File: config.mk
export PLATFORM = sky130hd
export DESIGN_NAME = seq_multiplier
export DESIGN_NICKNAME = d
export VERILOG_FILES = /design/src/rtl/seq_multiplier.sv
export SDC_FILE = /design/constraint.sdc
export NUM_CORES = 1
export LEC_CHECK = 0
export ABC_AREA = 0
export BUFFER_PORTS_ARGS = -buffer_cell sky130_fd_sc_hd__clkbuf_2
export CORE_ASPECT_RATIO = 0.7
export CORE_UTILIZATION = 42
export DETAILED_ROUTE_END_ITERATION = 8
export GPL_TIMING_DRIVEN = 0
export PLACE_DENSITY_LB_ADDON = 0.25
export SYNTH_ARGS = -nofsm -noshare
export SYNTH_HDL_FRONTEND = slang
export SYNTH_SLANG_ARGS = --single-unit
export TNS_END_PERCENT = 5
File: constraint.sdc
create_clock -name clk -period 3.8 [get_ports clk]
set_input_delay 0.38 -clock clk [delete_from_list [all_inputs] [get_ports clk]]
set_output_delay 0.38 -clock clk [all_outputs]
set_load 0.01 [all_outputs]
File: src/rtl/seq_multiplier.sv
// seq_multiplier: multi-cycle unsigned WIDTH x WIDTH shift-add multiplier.
// It performs one add-and-shift step per clock and hands a 2*WIDTH-bit product
// plus its opcode to the HiLo accumulator.
//
// Ports:
//   clk    - rising-edge clock
//   rst    - synchronous active-high reset; it has priority over every other input
//   start  - requests a new multiply; it is sampled only in IDLE or DONE
//   op     - opcode captured with the operands (MULTU=1, MADDU=28)
//   a, b   - multiplicand and multiplier
//   busy   - high while the iterations run
//   done   - one-cycle pulse; MulAns/op_out are valid from this cycle onward
//   MulAns - registered product; it updates only on the edge that enters DONE
//   op_out - opcode belonging to the current MulAns
module seq_multiplier #(
    parameter int unsigned WIDTH = 32,
    parameter int unsigned CNT_W = 6
) (
    input  logic                 clk,
    input  logic                 rst,
    input  logic                 start,
    input  logic [5:0]           op,
    input  logic [WIDTH-1:0]     a,
    input  logic [WIDTH-1:0]     b,
    output logic                 busy,
    output logic                 done,
    output logic [2*WIDTH-1:0]   MulAns,
    output logic [5:0]           op_out
);

    typedef enum logic [1:0] {StIdle, StRun, StDone} stateT;

    stateT              stateQ, stateD;
    logic [2*WIDTH-1:0] prodQ, prodD;
    logic [WIDTH-1:0]   mcandQ, mcandD;
    logic [CNT_W-1:0]   cntQ, cntD;
    logic [5:0]         opQ, opD;
    logic [2*WIDTH-1:0] ansQ, ansD;
    logic [5:0]         opOutQ, opOutD;

    // The upper half plus the carry of the add step. The carry lands in the MSB
    // of the product after the shift, so it is never lost.
    logic [WIDTH:0]     sum;
    logic [2*WIDTH-1:0] shifted;

    always_ff @(posedge clk) begin
        if (rst) begin
            stateQ <= StIdle;
            prodQ  <= '0;
            mcandQ <= '0;
            cntQ   <= '0;
            opQ    <= '0;
            ansQ   <= '0;
            opOutQ <= '0;
        end else begin
            stateQ <= stateD;
            prodQ  <= prodD;
            mcandQ <= mcandD;
            cntQ   <= cntD;
            opQ    <= opD;
            ansQ   <= ansD;
            opOutQ <= opOutD;
        end
    end

    always_comb begin
        stateD  = stateQ;
        prodD   = prodQ;
        mcandD  = mcandQ;
        cntD    = cntQ;
        opD     = opQ;
        ansD    = ansQ;
        opOutD  = opOutQ;
        sum     = '0;
        shifted = '0;

        unique case (stateQ)
            StIdle, StDone: begin
                if (start) begin
                    stateD = StRun;
                    mcandD = a;
                    prodD  = {{WIDTH{1'b0}}, b};
                    cntD   = '0;
                    opD    = op;
                end else begin
                    stateD = StIdle;
                end
            end
            StRun: begin
                if (prodQ[0]) begin
                    sum = {1'b0, prodQ[2*WIDTH-1:WIDTH]} + {1'b0, mcandQ};
                end else begin
                    sum = {1'b0, prodQ[2*WIDTH-1:WIDTH]};
                end
                // Right shift of {sum, low half}: the consumed multiplier bit drops off.
                shifted = {sum, prodQ[WIDTH-1:1]};
                prodD   = shifted;
                cntD    = cntQ + CNT_W'(1);
                if (cntQ == CNT_W'(WIDTH - 1)) begin
                    stateD = StDone;
                    ansD   = shifted;
                    opOutD = opQ;
                end
            end
            default: stateD = StIdle;
        endcase
    end

    assign busy   = (stateQ == StRun);
    assign done   = (stateQ == StDone);
    assign MulAns = ansQ;
    assign op_out = opOutQ;

endmodule
* Yosys cells after proc, flatten, opt, wreduce, memory -nomap -nowiden
Cells that the tools add are included.
** Word-level totals
- Flip-flop bits (word level) :: 180
- Latch bits :: 0
- RAM bits :: 0
- ROM bits :: 0
- Bits of input ports :: 73
- Output and inout port bits :: 72
- Word-level logic and storage cells :: 28
- Memories kept :: 0
** Cells by class
- $add $sub $neg :: 2
- $mul :: 0
- Div/mod/pow operators :: 0
- Order comparisons :: 0
- Equal/unequal tests :: 5
- Shift operators :: 0
- Multiplexer cells :: 8
- Bitwise operators :: 0
- Reductions and logical operators :: 6
** Operator list (count)
- $pmux W64 S2 :: 1
- $mux W64 :: 1
- $add A32 B32 Y33 :: 1
- $mux W33 :: 1
- $pmux W6 S2 :: 1
- $add A6 B1 Y6 const B :: 1
- $eq A6 B5 Y1 const B :: 1
- $mux W6 :: 1
- $reduce_and A2 Y1 :: 3
- $pmux W2 S2 :: 1
- $eq A2 B1 Y1 const B :: 1
- $eq A2 B2 Y1 const B :: 1
- $logic_not A2 Y1 :: 1
- $mux W2 :: 1
- $ne A2 B1 Y1 const B :: 1
- $ne A2 B2 Y1 const B :: 1
- $reduce_bool A2 Y1 :: 1
- $reduce_or A2 Y1 :: 1
- $mux W1 :: 1

* Longest topological paths before layout
- Depth after elaboration :: 4
- Depth in mapped cells :: 10
- Mapped depth without buffers :: 9

* Worst setup path after synthesis
Ideal clock, no wire load.
- Path type :: register to register
- Start point :: register prodQ[32]
- End point :: register prodQ[51]
- Library setup time :: 0.088 ns
- Data arrival time :: 2.471 ns
- Path slack :: 1.241 ns
- Stages on the path, launching flop included :: 10
- Path through :: dfxtp_1 ha_1 fa_1 a211oi_2 o21ai_2 o221ai_2 a21oi_2 or4_1 and3_4 o32ai_2
** On the way
- Word-level cells in the longest chain between the ends :: 3
** Ends and longest elaborated chain
- start, declared :: line 34 : logic [2*WIDTH-1:0] prodQ, prodD;
- start signal, assigned :: line 57 : prodQ <= prodD;
- $add A32 B32 Y33 :: line 91 : sum = {1'b0, prodQ[2*WIDTH-1:WIDTH]} + {1'b0, mcandQ};
- $mux W33 :: line 90 : if (prodQ[0]) begin
- $pmux W64 S2 :: line 77 : unique case (stateQ)
Every way passes these cells.
A chain may end at the register's enable or synchronous reset.

* Final worst setup path
- Start point :: register cntQ[0]
- End point :: register ansQ[40], in the netlist MulAns[40]
** On the way
- Word-level cells in the longest chain between the ends :: 2
** Ends and longest elaborated chain
- start, declared :: line 36 : logic [CNT_W-1:0] cntQ, cntD;
- start signal, assigned :: line 59 : cntQ <= cntD;
- $eq A6 B5 Y1 :: line 99 : if (cntQ == CNT_W'(WIDTH - 1)) begin
- $reduce_and A2 Y1 (no line)
- end signal, assigned :: line 61 : ansQ <= ansD;
- end, declared :: line 38 : logic [2*WIDTH-1:0] ansQ, ansD;
Every way passes these cells.

==> flow_metrics.tcl <==
set metrics [dict create \
    timing.fmax_mhz 328.3 \
    final-setup-viol-count 0 \
    maximum_number_of_pins_on_one_net_before_global_route_repair 17 \
    routed-via-count 9134 \
    grt.met1_usage_pct 42.82 \
    synthesis.nets 1223 \
    clock_tree.buffer_depth 2 \
    post_syn_area_per_cell_um2 7.858 \
    die_w_um 174.7 \
    synth-seq-area-share_pct 41.09 \
    ratio_of_total_power_to_cell_area_nw_per_um2 405.2 \
    hold_viol_final 0 \
    finalCriticalPeriod_ps 3046 \
    clk-insertion-delay-late_ps 440 \
    synth_largest_type_area_fraction_pct 41.09 \
    cts-buffers-inserted 17 \
    global_route.peak_usage_layer "met1" \
    area_growth_syn_to_layout_pct 18.99 \
    stdcell_count 1561 \
    place.detailed.hpwl_um 22400 \
    synth_area_um2 8770 \
    grt.met2_usage_pct 40.95 \
    ant_nets 0 \
    detailedRoute.firstIterationViolations 1245 \
    fin_skew_ps 11.28 \
    cts-root-buf "clkbuf_16" \
    tritoncts "done" \
    synth_xor_xnor_area_share_pct 1.598 \
    global_route.usage.met3_pct 6.427 \
    routed_wire_length_per_instance_um 19.58 \
    nNetsFinal 1386 \
    drive_gt1_share_pct 15.96 \
    hp-class "input port to flop" \
    overflow 0 \
    max_slew_margin_pct 40.24 \
    seqCellArea_um2 3603 \
    vias_in_the_first_global_route 8240 \
    synthesis.yosys.warnings 0 \
    timing.critical_path.to_type "flop" \
    num-fill-cells 2032 \
    ys_types 66 \
    pwr-share-seq_pct 46.8 \
    run_status "finished, final reports clean" \
    dp_cells 1530 \
    internal_power_mw 3.138 \
    synth_flop_cell "dfxtp_1" \
    core_area_um2 20120 \
    setup_ws_ps 754.1 \
    worst-endpoint-required_ps 4080 \
    post_synth_inst_count 1116 \
    ratio_of_routed_vias_to_standard_cells 5.851 \
    diodes 0 \
    area_used_by_multi_input_combinational_logic_um2 4822 \
    wirelength_um 30570 \
    power.net_switching_mw 1.091 \
    edff_count_synth 0 \
    clk_slew_on_worst_s_h_paths_ps 60 \
    synth_top_family_by_area "compound AO/OA/AOI/OAI gates" \
    postCtsSetupBuffers 0 \
    mostFrequentLayoutCell "nand2_1" \
    clock_power_share_pct 43.3 \
    floorplan.initialDensity_pct 43.58 \
    port-buffer-count 144 \
    asyncSetResetFlopFracSynth_pct 0 \
    row_count 43 \
    clock_tree.htree_level_count 4 \
    fin_setup_tns_ps 0 \
    power_switching_share_pct 25.79 \
    cap_viol_max_count 0 \
    die-height_um 122.9 \
    final.period_utilization_pct 80.15 \
    rsz0062_at_grt "false" \
    ios 145 \
    fin_util_pct 51.86 \
    post_cts_resize_count 0 \
    initial_antenna_violation_count 0 \
    power.leakage_nw 4.087 \
    die-area_um2 21470 \
    synthMuxAreaShare_pct 2.012 \
    ys_top_cells_by_area "dfxtp_1 (41%), a21oi_1 (11%), nand2_1 (10%)" \
    place.gp.congestion 0.9747 \
    yosysTopAreaCell "dfxtp_1" \
    global_route_wire_length_before_repair_um 46820 \
    comb_power_share_pct 10.0 \
    placement.setup.worst_slack_ps 807.4 \
    critPathMaxFanout 10 \
    worst-endpoint-arrival_ps 3330 \
    drtPass1Iterations 7 \
    synth_fa_ha_area_share_pct 4.937 \
    most-common-layout-cells "nand2_1 (237), a21oi_1 (185), dfxtp_1 (180), clkbuf_2 (144), clkbuf_1 (68)" \
    drc_errors 0 \
    ir_worst_vdd_mv 0.3453 \
    groute.usage.overall_pct 28.65 \
    worstMarginPinSlew_ps 896.4 \
    criticalPathCategory "flop to flop" \
    synth_compound_gate_area_share_pct 27.09 \
    yosys.area_share.simple_pct 19.35 \
    final_max_slew_viol_count 0 \
    synth.ff_latch_count 180 \
    cts.sink_count 180 \
    critPathLaunchType "flop" \
    cts_hold_buffers 0 \
]
==> worst max-delay path: stages (launching register included) <==
cell	delay (ps)
dfxtp_1	380
ha_1	230
and4b_1	210
clkbuf_1	230
and3_1	190
clkbuf_1	370
buf_2	430
clkbuf_1	670
o32ai_1	170
==> stage by stage <==
stage	hold slack, ps	power [mW]	cell area, um^2
6_report	153.2	4.229	10440
5_1_grt	138.9	4.368	10440
4_1_cts	140.7	4.238	10440
3_5_place_dp	448.3	2.428	9828
3_3_place_gp	442.8	2.423	9828
2_1_floorplan	432.1	2.259	8770
==> power groups by stage <==
stage | combinational [mW] | clock [mW] | sequential (mW)
2_1_floorplan | 0.251 | 0 | 2.01
3_3_place_gp | 0.404 | 0 | 2.02
3_5_place_dp | 0.408 | 0 | 2.02
4_1_cts | 0.412 | 1.85 | 1.98
5_1_grt | 0.458 | 1.93 | 1.98
6_report | 0.421 | 1.83 | 1.98
==> logic make-up (layout without fill, tap and decap cells) <==
kind of cell             Yosys count  in the layout
multiplexers                      17             17
XOR/XNOR                          16             16
flip-flops                       180            180
adder cells (fa/ha/maj)           34             34
AND/OR/NAND/NOR                  394            394
AO/OA/AOI/OAI                    386            386
buffers and inverters             89            264
==> final timing paths <==
check	from	end	slack (ps)	cells past startpoint
worst max-delay path	cntQ[0]	MulAns[40]	750	8
worst min-delay path	a[17]	mcandQ[17]	150	3
worst max register to register	cntQ[0]	MulAns[40]	750	8
worst min register to register	MulAns[16]	MulAns[16]	460	2
==> cell usage after synthesis (9+ instances only) <==
master and count:
nand3_1 25, o211ai_1 10, a211oi_1 10, nor3_1 15, a21oi_1 185, xor2_1 11, and3_1 9, a22oi_1 45
or3_1 11, dfxtp_1 180, clkbuf_1 67, nor2_1 59, a31oi_1 11, nand2_1 237, o21ai_0 52, mux2i_1 12
ha_1 33
==> flip-flops by register name (all words and copies together) (netlist names) <==
name    count
op_out      6
prodQ      64
opQ         6
stateQ      2
cntQ        6
mcandQ     32
MulAns     64
==> cell type report <==
type | count | area share, %
multi-input cells | 847 | 46.21
flip-flops and latches | 180 | 34.53
repair buffers | 144 | 6.906
clock buffers | 24 | 4.904
well taps | 270 | 3.237
plain buffers | 80 | 2.974
clock inverters | 7 | 0.9113
inverters | 9 | 0.3237
==> layer usage <==
layer	part of all wire, %	vias to the layer above
li1	-	4336
met1	49	4334
met2	41	419
met3	9.0	45
met4	1.4	0
met5	0	-
Note: power is estimated with default switching activity, not from simulation.
